--- config.mk ---
export PLATFORM = sky130hd
export DESIGN_NAME = doitgen_loader
export DESIGN_NICKNAME = d
export VERILOG_FILES = /design/src/rtl/doitgen_loader.sv
export SDC_FILE = /design/constraint.sdc
export NUM_CORES = 1
export LEC_CHECK = 0
export ABC_AREA = 1
export CAP_MARGIN = 20
export CORE_MARGIN = 3
export CORE_UTILIZATION = 48
export CTS_CLUSTER_DIAMETER = 30
export DETAILED_ROUTE_END_ITERATION = 6
export GPL_TIMING_DRIVEN = 0
export PLACE_DENSITY_LB_ADDON = 0.3
export SYNTH_ARGS = -nofsm -noshare
export SYNTH_HDL_FRONTEND = slang
export SYNTH_SLANG_ARGS = --single-unit
--- constraint.sdc ---
create_clock -name clk -period 2 [get_ports clk]
set_clock_uncertainty 0.15 [all_clocks]
set_input_delay 0.3 -clock clk [delete_from_list [all_inputs] [get_ports clk]]
set_output_delay 0.3 -clock clk [all_outputs]
set_load 0.02 [all_outputs]
--- src/rtl/doitgen_loader.sv ---
`default_nettype none
// ============================================================================
// Module      : doitgen_loader
// Description : Upstream feeder for the doitgen tensor-contraction stage.
//               Collects a serial element stream (X matrix first, then the
//               A tensor) under a valid/ready handshake, packs it into wide
//               A/X words, and captures the nr/nq/np loop bounds. One
//               validated frame is presented at a time and held until the
//               consumer accepts it. Malformed frames are dropped with a
//               one-cycle frame_err pulse.
// Revision    : 1.0 - initial release
// ----------------------------------------------------------------------------
// Ports
//   clk, rst_n            clock, asynchronous active-low reset
//   cfg_nr/nq/np          loop bounds, sampled on a frame's first element
//   in_data/valid/last    element stream input, in_ready back-pressure
//   out_a, out_x          packed A / X (first element in the MSBs)
//   out_nr/nq/np          captured loop bounds
//   out_valid/out_ready   frame handshake to the compute stage
//   frame_err             one-cycle pulse per dropped frame
//   frame_cnt             delivered-frame counter (wraps)
// Configuration
//   DOITGEN_LDR_CKSUM_EN  when defined, each frame carries one trailing
//                         mod-2^ELEM_W sum of all data elements; in_last
//                         belongs on that checksum element.
// ============================================================================
module doitgen_loader #(
    parameter int ELEM_W  = 8,
    parameter int A_ELEMS = 8,
    parameter int X_ELEMS = 4,
    parameter int DIM_W   = 2,
    parameter int DIM_MAX = 2
) (
    input  logic                        clk,
    input  logic                        rst_n,
    input  logic [DIM_W-1:0]            cfg_nr,
    input  logic [DIM_W-1:0]            cfg_nq,
    input  logic [DIM_W-1:0]            cfg_np,
    input  logic [ELEM_W-1:0]           in_data,
    input  logic                        in_valid,
    input  logic                        in_last,
    output logic                        in_ready,
    output logic [A_ELEMS*ELEM_W-1:0]   out_a,
    output logic [X_ELEMS*ELEM_W-1:0]   out_x,
    output logic [DIM_W-1:0]            out_nr,
    output logic [DIM_W-1:0]            out_nq,
    output logic [DIM_W-1:0]            out_np,
    output logic                        out_valid,
    input  logic                        out_ready,
    output logic                        frame_err,
    output logic [15:0]                 frame_cnt
);

    localparam int c_DATA = X_ELEMS + A_ELEMS;
`ifdef DOITGEN_LDR_CKSUM_EN
    localparam int c_TOTAL = c_DATA + 1;
`else
    localparam int c_TOTAL = c_DATA;
`endif
    localparam int c_CNT_W = $clog2(c_TOTAL + 1);
    localparam logic [c_CNT_W-1:0] c_LAST_IDX = c_CNT_W'(c_TOTAL - 1);
    localparam logic [c_CNT_W-1:0] c_X_END    = c_CNT_W'(X_ELEMS);
    localparam logic [DIM_W-1:0]   c_DIM_MAX  = DIM_W'(DIM_MAX);

    localparam logic [1:0] c_ST_IDLE    = 2'd0;
    localparam logic [1:0] c_ST_LOAD    = 2'd1;
    localparam logic [1:0] c_ST_RESYNC  = 2'd2;
    localparam logic [1:0] c_ST_PRESENT = 2'd3;

    logic [1:0]                  r_state;
    logic [1:0]                  w_next_state;
    logic                        r_started;
    logic [c_CNT_W-1:0]          r_cnt;
    logic [X_ELEMS*ELEM_W-1:0]   r_x_sh;
    logic [A_ELEMS*ELEM_W-1:0]   r_a_sh;
    logic [DIM_W-1:0]            r_nr, r_nq, r_np;
    logic [A_ELEMS*ELEM_W-1:0]   r_out_a;
    logic [X_ELEMS*ELEM_W-1:0]   r_out_x;
    logic [DIM_W-1:0]            r_out_nr, r_out_nq, r_out_np;
    logic                        r_err;
    logic [15:0]                 r_frame_cnt;

    logic                        w_in_fire;
    logic                        w_out_fire;
    logic                        w_final;
    logic                        w_bounds_ok;
    logic                        w_cksum_ok;
    logic                        w_is_data;
    logic                        w_drop;
    logic [X_ELEMS*ELEM_W-1:0]   w_x_shift;
    logic [A_ELEMS*ELEM_W-1:0]   w_a_shift;
    logic [A_ELEMS*ELEM_W-1:0]   w_a_final;

    assign w_in_fire  = in_valid & in_ready;
    assign w_out_fire = out_valid & out_ready;
    assign w_final    = (r_cnt == c_LAST_IDX);
    assign w_x_shift  = {r_x_sh[X_ELEMS*ELEM_W-ELEM_W-1:0], in_data};
    assign w_a_shift  = {r_a_sh[A_ELEMS*ELEM_W-ELEM_W-1:0], in_data};

    assign w_bounds_ok = (r_nr != '0) && (r_nr <= c_DIM_MAX) &&
                         (r_nq != '0) && (r_nq <= c_DIM_MAX) &&
                         (r_np != '0) && (r_np <= c_DIM_MAX);

`ifdef DOITGEN_LDR_CKSUM_EN
    localparam logic [c_CNT_W-1:0] c_DATA_END = c_CNT_W'(c_DATA);
    logic [ELEM_W-1:0] r_sum;
    // The final element is the checksum, so A is already complete.
    assign w_is_data  = (r_cnt < c_DATA_END);
    assign w_cksum_ok = (in_data == r_sum);
    assign w_a_final  = r_a_sh;
`else
    // The final element is the last A element; fold it in while presenting.
    assign w_is_data  = 1'b1;
    assign w_cksum_ok = 1'b1;
    assign w_a_final  = w_a_shift;
`endif

    // State register
    always_ff @(posedge clk or negedge rst_n) begin
        if (!rst_n) begin
            r_state <= c_ST_IDLE;
        end else begin
            r_state <= w_next_state;
        end
    end

    // Next-state logic
    always_comb begin
        w_next_state = r_state;
        case (r_state)
            c_ST_IDLE: begin
                // A one-element frame can never be well formed.
                if (in_valid && r_started)
                    w_next_state = in_last ? c_ST_IDLE : c_ST_LOAD;
            end
            c_ST_LOAD: begin
                if (in_valid) begin
                    if (w_final) begin
                        if (!in_last)
                            w_next_state = c_ST_RESYNC;
                        else if (w_bounds_ok && w_cksum_ok)
                            w_next_state = c_ST_PRESENT;
                        else
                            w_next_state = c_ST_IDLE;
                    end else if (in_last) begin
                        w_next_state = c_ST_IDLE;
                    end
                end
            end
            c_ST_RESYNC: begin
                if (in_valid && in_last)
                    w_next_state = c_ST_IDLE;
            end
            c_ST_PRESENT: begin
                if (out_ready)
                    w_next_state = c_ST_IDLE;
            end
            default: w_next_state = c_ST_IDLE;
        endcase
    end

    // Output / decode logic
    always_comb begin
        in_ready  = 1'b0;
        out_valid = 1'b0;
        w_drop    = 1'b0;
        case (r_state)
            c_ST_IDLE: begin
                // Held low for the first cycle after reset release.
                in_ready = r_started;
                w_drop   = in_valid & r_started & in_last;
            end
            c_ST_LOAD: begin
                in_ready = 1'b1;
                if (in_valid) begin
                    if (w_final)
                        w_drop = ~(in_last & w_bounds_ok & w_cksum_ok);
                    else
                        w_drop = in_last;
                end
            end
            c_ST_RESYNC: begin
                in_ready = 1'b1;
            end
            c_ST_PRESENT: begin
                out_valid = 1'b1;
            end
            default: ;
        endcase
    end

    // Datapath: working shift registers, frame capture and status
    always_ff @(posedge clk or negedge rst_n) begin
        if (!rst_n) begin
            r_started   <= 1'b0;
            r_cnt       <= '0;
            r_x_sh      <= '0;
            r_a_sh      <= '0;
            r_nr        <= '0;
            r_nq        <= '0;
            r_np        <= '0;
            r_out_a     <= '0;
            r_out_x     <= '0;
            r_out_nr    <= '0;
            r_out_nq    <= '0;
            r_out_np    <= '0;
            r_err       <= 1'b0;
            r_frame_cnt <= '0;
`ifdef DOITGEN_LDR_CKSUM_EN
            r_sum       <= '0;
`endif
        end else begin
            r_started <= 1'b1;
            r_err     <= w_drop;
            if (w_out_fire)
                r_frame_cnt <= r_frame_cnt + 16'd1;

            if (w_in_fire && r_state == c_ST_IDLE) begin
                r_x_sh <= w_x_shift;
                r_nr   <= cfg_nr;
                r_nq   <= cfg_nq;
                r_np   <= cfg_np;
                r_cnt  <= c_CNT_W'(1);
`ifdef DOITGEN_LDR_CKSUM_EN
                r_sum  <= in_data;
`endif
            end else if (w_in_fire && r_state == c_ST_LOAD) begin
                r_cnt <= r_cnt + 1'b1;
                if (r_cnt < c_X_END)
                    r_x_sh <= w_x_shift;
                else if (w_is_data)
                    r_a_sh <= w_a_shift;
`ifdef DOITGEN_LDR_CKSUM_EN
                if (w_is_data)
                    r_sum <= r_sum + in_data;
`endif
                // Output registers change only when a new frame is presented.
                if (w_next_state == c_ST_PRESENT) begin
                    r_out_a  <= w_a_final;
                    r_out_x  <= r_x_sh;
                    r_out_nr <= r_nr;
                    r_out_nq <= r_nq;
                    r_out_np <= r_np;
                end
            end
        end
    end

    assign out_a     = r_out_a;
    assign out_x     = r_out_x;
    assign out_nr    = r_out_nr;
    assign out_nq    = r_out_nq;
    assign out_np    = r_out_np;
    assign frame_err = r_err;
    assign frame_cnt = r_frame_cnt;

endmodule
`default_nettype wire

==> run summary <==
setup-violating endpoint count in the final report = 198
Filler Cells Inserted = 1159
Post-Syn Nets = 995
largest net degree at the start of global routing = 112
most used routing layer in global routing = met2
number of buffers added on ports = 139
highest clock rate = 434 MHz
PnR worst setup slack = -0.304 ns
Final nets = 1228
worst-case headroom to the max-slew limit = 43.6%
placed instance area = 0.0108 mm^2
areal power density over the cells = 1250 mW/mm^2
area share of the largest cell type after synthesis = 60.8%
leading area contributor after synthesis = dfrtp_1
leftover overflow at the end of global routing = 0
width of the die = 143 um
Avg Synthesized Cell Area = 9.33 um^2
CP max stage delay = 0.41 ns
deepest clock path buffer count = 3
Worst-Margin Slew = 0.846 ns
number of antenna violations at the first check in global routing = 0
First DRT Iteration DRCs = 632
number of pins with negative max-slew slack in the final report = 0
number of hold violations in the final report = 0
Leak Pwr = 0.00710 uW
max-cap viol count = 0
number of synthesized register bits = 220
Place WS = -0.579 ns
unrepaired setup endpoints after global routing = yes
top fanout value on the critical path = 10
post-route antenna net violation count = 0
CP dominant cell by count = inv_2
wire length per cell after detailed routing = 18.3 um
global routing met1 resource utilization = 30.8%
clock latency reported for the late side of the worst-skew pair = 0.51 ns
number of global-route vias before repair = 7918
die area = 0.0205 mm^2
post-detailed-route via-to-cell ratio = 5.54
wire length of the first global-routing pass = 39500 um
maximum level of the CTS H-tree = 2
global routing met3 resource utilization = 4.49%
critical-path cell with the highest stage delay = dfrtp_2
main area contributors after synthesis = dfrtp_1 (61%), nand2_1 (14%), nand4_1 (7.2%)
overall die height = 143 um
Data arrival, critical path = 2.60 ns
All-Layer GR Usage = 23.8%
final instance count without filler cells = 1460
number of rows in the core area = 49
Top-Level Pins = 140
number of distinct standard cells referenced by the synthesized netlist = 33
area of the mapped netlist = 0.00905 mm^2
Critical Path Source Type = register
required time of the worst setup path = 2.30 ns
cell chosen for the clock root = clkbuf_16
Period minus WS final = 2.30 ns
yosys synthesis warning count = 0
proportion of synthesized chip area in sequential cells = 60.8%
starting utilization of the core area = 49.6%
area growth from synthesis to layout = 55.3%
Non-Filler Cell Area, Final = 0.0141 mm^2
placed cell count = 1339
outcome = finished with violations
Global Route met2 Usage = 39.9%
TritonCTS clock tree = built
# DRC = 0
final wirelength = 26800 um
cell type group with the largest total delay on the critical path = buffers and inverters
count of TritonRoute iterations in the first routing pass = 5
number of clock sinks seen by CTS = 220
GP Congestion = 0.867
DP Wirelength = 15000 um
Crit path buffers/inverters = 6
area of the core region = 0.0183 mm^2
Max VDD drop = 0.00105 V
number of buffers created by CTS = 40
failing checks = setup timing
Final Cycle Share = 115%
via total after detailed routing = 8083
cell chain of the critical path = inv_4 > ha_4 > inv_2 > a21oi_4 > inv_2 > nor2_4 > inv_2 > nor2_4 > buf_6 > buf_4 > nand4_1 > nand2_1
clock-pin transition on the worst setup and hold timing paths = 0.05 ns
synthesized netlist cell count = 970
crit end category = register
Worst Hold Class = in2reg
ant diodes = 0
share of final-layout standard cells stronger than drive strength 1 = 29.9%
worst setup path category = reg2reg
==> kinds of logic after synthesis <==
group,share of synthesized area [%]
other,0.0414
xor gates and xnor gates,1.45
adders and majority gates,0.829
buffers and inverters,6.51
DFF,60.8
muxes,0.124
and+or+nand+nor,25.1
AOI/OAI and AO/OA,5.17
==> per-layer routing <==
metal	wire length (um)	vias up	part of all wire, %
met3	1500	82	5.6
met1	10700	3988	40
met5	0	-	0
met2	13700	326	51
met4	945	0	3.5
li1	-	3687	-
==> through the flow <==
step                      hold slack [ns]  power [uW]  TNS [ns]  util [%]
final                               0.212       17600    -41.77      77.0
after global placement              0.303        9050  -1966.07      59.0
after global routing                0.228       18400    -52.69      77.0
after CTS                           0.210       16500    -21.87      71.4
after detailed placement            0.258        9170    -74.06      59.2
after floorplan                    -0.146        8060    -11.55         -
==> synthesized netlist by cell type (all sizes together) <==
master	count
a21boi	1
a21oi	32
a31oi	1
buf	44
clkbuf	21
conb	1
dfrtp	220
ha	6
inv	60
mux2	1
nand2	336
nand3	32
nand4	104
nor2	37
nor3	3
o21ai	54
o31ai	1
o32ai	1
xnor2	8
xor2	7
==> layout by cell type, fill, tap and decap left out, types with 4 or more instances in the layout <==
| cell type | netlist | final |
|---|---|---|
| buf_4 | 4 | 34 |
| clkbuf_1 | 21 | 7 |
| nand2_4 | 0 | 26 |
| nand2_1 | 334 | 239 |
| buf_6 | 9 | 15 |
| xor2_1 | 7 | 7 |
| clkbuf_16 | 0 | 47 |
| o21ai_1 | 10 | 22 |
| o21ai_0 | 43 | 9 |
| clkinvlp_4 | 0 | 7 |
| clkdlybuf4s50_1 | 0 | 125 |
| clkbuf_2 | 0 | 11 |
| nand4_1 | 104 | 104 |
| xnor2_1 | 8 | 8 |
| clkbuf_8 | 0 | 6 |
| clkinv_2 | 0 | 4 |
| dfrtp_1 | 220 | 218 |
| o21ai_2 | 1 | 23 |
| dlymetal6s2s_1 | 0 | 11 |
| buf_12 | 0 | 7 |
| bufinv_16 | 0 | 6 |
| a21oi_1 | 31 | 10 |
| buf_8 | 0 | 19 |
| nor2_1 | 34 | 14 |
| nand3_1 | 31 | 26 |
| nand2_2 | 2 | 68 |
| buf_16 | 0 | 10 |
| inv_1 | 57 | 54 |
| nand2_8 | 0 | 4 |
| buf_2 | 30 | 10 |
| nor2_4 | 2 | 21 |
| a21oi_2 | 1 | 19 |
==> power by group <==
| group | total, uW | leakage (uW) | switching, uW | internal, uW |
|---|---|---|---|---|
| Clock | 6920 | 0.000655 | 2290 | 4630 |
| Sequential | 6370 | 0.00289 | 998 | 5370 |
| Combinational | 4350 | 0.00356 | 2600 | 1740 |
| Total | 17600 | 0.00710 | 5890 | 11700 |
==> final timing paths <==
kind                            start      endpoint  depth (start not counted)  slack [ns]
min in group asynchronous       rst_n  frame_cnt[6]                          2        0.33
min reg2reg                 out_np[1]     out_np[1]                          2        0.32
max in group asynchronous       rst_n     out_a[22]                          3        0.36
max                        r_state[1]     out_a[47]                         12       -0.30
min                         cfg_nr[1]       r_nr[1]                          3        0.21
max reg2reg                r_state[1]     out_a[47]                         12       -0.30
==> flip-flops by register name, summed over array words and instances, names as in the netlist <==
register,cells
out_a,64
r_a_sh,56
out_x,32
r_x_sh,32
frame_cnt,16
r_cnt,4
out_np,2
out_nq,2
out_nr,2
r_np,2
r_nq,2
r_nr,2
r_state,2
frame_err,1
r_started,1
==> repair_timing <==
| item | 4_1_cts | 5_1_grt |
|---|---|---|
| setup buffers | 13 | 17 |
| cloned | 11 | 9 |
| hold buffers | 1 | 0 |
| hold endpoints to repair | 110 | 0 |
| pin swaps | 9 | 17 |
| setup endpoints to repair | 201 | 216 |
| resized for setup | 196 | 209 |
==> tightest hold or removal path: cells and delay by family <==
family	cells	cell delay (ns)
buffers and inverters	1	0.40
AND/OR/NAND/NOR	2	0.13
==> final cells by class <==
type                       instances  area [um^2]  area share (%)
multi-input combinational        626         3820            27.2
clock buffer                      49         1080            7.71
inverter                          60          233            1.65
sequential                       220         5510            39.2
tap                              229          287            2.04
clock inverter                    21          295            2.10
buffer                            65          656            4.66
timing repair buffer             190         2180            15.5
Note: power is estimated with default switching activity, not from simulation.
==> patch 1 (same flow settings) <==
Make the reset (`rst_n`) synchronous in 2 clocked blocks. Comments in the files are not updated.
--- a/src/rtl/doitgen_loader.sv
+++ b/src/rtl/doitgen_loader.sv
@@ -118,3 +118,3 @@
     // State register
-    always_ff @(posedge clk or negedge rst_n) begin
+    always_ff @(posedge clk) begin
         if (!rst_n) begin
@@ -192,3 +192,3 @@
     // Datapath: working shift registers, frame capture and status
-    always_ff @(posedge clk or negedge rst_n) begin
+    always_ff @(posedge clk) begin
         if (!rst_n) begin
Behaviour: differs if rst_n is asserted again (counterexample within 4 cycles, from zero or initial values and one cycle with rst_n low); with rst_n held inactive, the same outputs for 4 cycles.
==> patch 1 against the original RTL <==
The run ends with design-rule violations, negative setup slack left; core utilization increased by 1.2 points; sequential cell count unchanged; cell area decreased by 2.2%; routed wire length increased by 21%; die area decreased by 2.9%; area after synthesis decreased by 3.0%; hold slack improved by 40 ps; worst setup slack got worse by 88 ps.
Power is not compared: it rests on default switching activity, and its combinational part moved more than twofold at a synthesized area within 25%.
==> patch 1: results <==
export IMPL_largest_reg_flops=64
export IMPL_power_leakage_nw=5.49
export IMPL_synthCells=1176
export IMPL_drtAntennaViolNets=0
export IMPL_layout_drive_gt1_share_pct=26.0
export IMPL_n_antenna_cell=0
export IMPL_min_path_type="in -> reg"
export IMPL_dp_cells=1540
export IMPL_yosysUniqueCellTypes=26
export IMPL_crit_fanout=6
export IMPL_drtIter0Drc=1038
export IMPL_io_buffer_count=139
export IMPL_async_reset_ff_share_pct=0
export IMPL_htree_levels=2
export IMPL_nets=1435
export IMPL_r2r_setup_slack_ps=-390
export IMPL_finalNonFillerCells=1669
export IMPL_fin_ws_ps=-391
export IMPL_max_vdd_ir_drop_uv=684
export IMPL_clk_latency_ps=540
export IMPL_max_slew_margin_pct=35.4
export IMPL_pre_cts_ws_ps=-901
export IMPL_first_global_vias=9085
export IMPL_setup_tns_final_ps=-41080
export IMPL_cts_root_buf="clkbuf_16"
export IMPL_worstSetupEndpoint="out_a[39]"
export IMPL_gp_congestion=0.852
export IMPL_grt_max_degree=13
export IMPL_antenna_found_initial=0
export IMPL_rr_worst_depth=15
export IMPL_drt_pass1_iterations=7
export IMPL_worstPathArrival_ps=2700
export IMPL_dp_hpwl_mm=16.3
export IMPL_synthTopCellsByCount="nor2_1 (226), dfxtp_1 (220), nand2_1 (151), inv_1 (130), a21oi_1 (115)"
export IMPL_ys_warn_count=0
export IMPL_yosysSeqAreaShare_pct=50.1
export IMPL_violations="design-rule violations, negative setup slack"
export IMPL_synth_ff_type="dfxtp_1"
export IMPL_max_stage_delay_ps=380
export IMPL_numCtsBuffers=43
export IMPL_clk_pin_slew_ps=50
export IMPL_wl_per_cell_um=19.5
export IMPL_drc_errors=15
export IMPL_cts_path_max_buffers=3
export IMPL_cpMaxStageDelayCell="dfxtp_4"
export IMPL_via_count=9673
export IMPL_critical_path_startpoint="r_state[1]"
export IMPL_status="finished with violations"
export IMPL_grt_total_usage_pct=28.2
export IMPL_worst_hold_slack_ps=252
export IMPL_setup_violations=216
export IMPL_yosys_top_cells_area="dfxtp_1 (50%), nor2_1 (9.7%), nand4_1 (7.7%)"
export IMPL_grt_first_pass_wirelength_mm=45.6
==> patch 1: kinds of logic (layout without fill, tap and decap cells) <==
group / after synthesis / in the layout / synth area share, %
AND/OR/NAND/NOR: 501 / 501 / 24.8
adder cells (fa/ha/maj): 6 / 6 / 0.855
buffers and inverters: 220 / 488 / 11.0
XOR/XNOR: 1 / 1 / 0.0997
AO/OA/AOI/OAI: 228 / 228 / 13.1
flip-flops: 220 / 220 / 50.1
==> patch 1: worst min path at each step <==
| stage | depth (start not counted) | end | start |
|---|---|---|---|
| 6_report | 1 | r_started | rst_n |
| 2_1_floorplan | 0 | r_started | rst_n |
| 3_5_place_dp | 2 | r_a_sh[52] | r_a_sh[52] |
| 4_1_cts | 1 | r_started | rst_n |
| 5_1_grt | 1 | r_started | rst_n |
| 3_3_place_gp | 2 | r_x_sh[28] | r_x_sh[28] |
==> patch 1: report_power, final <==
group / switching, mW / internal (mW)
logic: 0.731 / 0.323
clock network: 2.47 / 5.15
registers: 0.0689 / 4.51
==> patch 1: metrics by stage <==
stage               util [%]  cell area [µm²]
floorplan                  -             8820
global route            78.2            13800
global placement        59.7            10500
detailed placement      59.7            10500
finish                  78.2            13800
CTS                     74.7            13200
==> patch 1: critical path, delay by kind of cell (launching register included) <==
kind / cells / cell delay, ps
and+or+nand+nor: 10 / 1050
adders and majority gates: 1 / 160
buffers and inverters: 4 / 560
DFF: 1 / 380
==> patch 1: timing repair <==
action / CTS / global route
resized for setup: 297 / 126
cloned: 20 / 6
pin swaps: 31 / 39
endpoints found under the setup margin: 206 / 236
setup buffers: 18 / 8
==> patch 1: routing by layer <==
metal	part of all wire, %	track usage (%)	vias up
li1	-	-	4336
met1	37	32.5	4495
met2	48	49.7	656
met3	9.2	5.90	186
met4	5.6	13.4	0
met5	0	0	-
==> patch 1: cell type report <==
class                      instances  area [µm²]
timing repair buffer             191        2070
multi-input combinational        736        4210
sequential                       220        4420
buffer                            84         711
clock buffer                      56        1240
inverter                         134         513
tap                              225         282
clock inverter                    23         315
fill                            1027        3840
==> patch 2 (same settings) <==
Without the edit above. Add a define of `DOITGEN_LDR_CKSUM_EN`.
--- a/src/rtl/doitgen_loader.sv
+++ b/src/rtl/doitgen_loader.sv
@@ -26,2 +26,4 @@
 // ============================================================================
+`define DOITGEN_LDR_CKSUM_EN
+
 module doitgen_loader #(
Behaviour: same outputs for any inputs over 4 cycles, from zero or initial values and one cycle with rst_n low; that may be too few to reach the edited logic, so the function may still have changed.
==> patch 2 against the original RTL <==
The run still ends with negative setup slack left; area after synthesis grew 10%; worst setup slack worse by 190 ps; total power grew 2.9%; routed wire length decreased by 5.7%; cell area increased by 2.0%; sequential cell count up 16; maximum frequency is 7.5% lower; synthesized cell count increased by 3.0%; hold slack got worse by 200 ps; first-iteration DRC count decreased by 13%.
==> patch 2: results <==
export IMPL_status="finished with violations"
export IMPL_violations="negative setup slack"
export IMPL_dp_cells=1409
export IMPL_critical_path_startpoint="r_sum[1]"
export IMPL_worstPathArrival_ps=2760
export IMPL_synth_mux_area_share_pct=6.33
export IMPL_grt_total_usage_pct=22.0
export IMPL_via_count=7877
export IMPL_finalWirelength_mm=25.3
export IMPL_gp_congestion=0.835
export IMPL_reg2reg_to="out_a[6]"
export IMPL_layout_drive_gt1_share_pct=23.6
export IMPL_clk_latency_ps=530
export IMPL_max_vdd_ir_drop_uv=1020
export IMPL_grt_max_degree=126
export IMPL_viasPerCell=5.20
export IMPL_setup_violations=217
export IMPL_dp_hpwl_mm=15.8
export IMPL_hold_end="r_x_sh[4]"
export IMPL_fillers=1443
export IMPL_fin_ws_ps=-489
export IMPL_yosysSeqAreaShare_pct=59.2
export IMPL_grt_first_pass_wirelength_mm=39.9
export IMPL_nets=1242
export IMPL_drtIter0Drc=548
export IMPL_synth_xor_area_share_pct=1.67
export IMPL_setup_tns_final_ps=-62280
export IMPL_synth_fa_ha_area_share_pct=1.96
export IMPL_numCtsBuffers=47
export IMPL_yosysUniqueCellTypes=35
export IMPL_avgSynthCellArea_um2=9.98
export IMPL_hp_start="in_data[4]"
export IMPL_yosys_top_cells_area="dfrtp_1 (59%), nand2_1 (12%), nand4_1 (6.7%)"
export IMPL_ys_warn_count=0
export IMPL_rr_worst_depth=17
export IMPL_synthTopCellsByCount="nand2_1 (310), dfrtp_1 (236), nand4_1 (107), inv_1 (58), nor2_1 (36)"
export IMPL_max_slew_margin_pct=45.0
export IMPL_synth_nets=1033
export IMPL_worst_hold_slack_ps=14.9
export IMPL_synth_compound_area_share_pct=4.19
export IMPL_power_leakage_nw=7.16
export IMPL_crit_fanout=7
patch 2: changes by cell type in the layout (fill, tap and decap cells not counted), moves of 17 or more:
cell and delta:
nor2_4 -19, mux2_1 +27, nor2_1 +19, o21ai_0 +22
a21oi_2 -19, mux2_2 +28, dfrtp_1 +17, o21ai_2 -21
o21ai_1 -18
patch 2: final cells by class:
type	count	area (µm²)	area share [%]
well taps	270	338	2.35
multi-input cells	638	3940	27.5
clock inverters	25	357	2.49
inverters	66	258	1.80
repair buffers	160	1690	11.8
clock buffers	60	1330	9.25
flip-flops and latches	236	5910	41.2
plain buffers	59	526	3.66
patch 2: routing by layer:
metal	global-route usage, %	wire length, µm	share of wire (%)
met1	28.9	10800	43
met2	36.5	12600	50
met3	4.43	1270	5.0
met4	7.50	624	2.5
met5	0	0	0
patch 2: repair_timing:
item | CTS | global route
setup buffers | 4 | 9
gates cloned | 1 | 5
setup endpoints to repair | 232 | 250
pin swaps | 1 | 5
hold buffers | 1 | 0
hold endpoints to repair | 111 | 0
resized for setup | 81 | 113
patch 2: worst max-delay path, stage by stage (launching register included):
cell       delay [ps]
dfrtp_1           410
ha_4              260
inv_2              50
nand2_2            60
nor2_4            110
nand2_1            60
nor2_2            120
nand2_1            60
nand2_1            60
nand2_1            70
nand2_1            80
nand2_2            70
nor2_4            150
nand3_4           150
clkbuf_16         230
clkbuf_16         170
nand2_2            50
nand2_1            50
patch 2: worst max-delay path by stage:
stage	endpoint	slack, ps	depth (start not counted)
2_1_floorplan	out_a[60]	-130	17
3_3_place_gp	out_x[11]	-9350	1
4_1_cts	out_a[8]	-440	16
3_5_place_dp	out_x[11]	-1160	17
6_report	out_a[6]	-490	17
5_1_grt	out_a[6]	-640	17
patch 2: power by group:
group	switching [mW]	total (mW)	leakage, nW	internal (mW)
Combinational	2.41	3.85	3.18	1.44
Clock	2.57	8.17	0.808	5.60
Sequential	0.613	6.13	3.17	5.52
Total	5.60	18.2	7.16	12.6
patch 2: cell families (layout without fill, tap and decap cells):
family | Yosys count | count (layout)
DFF | 236 | 236
AOI/OAI and AO/OA | 75 | 75
and+or+nand+nor | 472 | 472
buffers and inverters | 125 | 370
adders and majority gates | 15 | 15
xor gates and xnor gates | 19 | 19
other | 1 | 1
muxes | 56 | 56
patch 2: metrics by stage:
step	setup WS [ps]	cell area [µm²]
CTS	-436	13800
floorplan	-131	10100
global route	-641	14300
global placement	-9350	11800
finish	-489	14300
detailed placement	-1160	11900
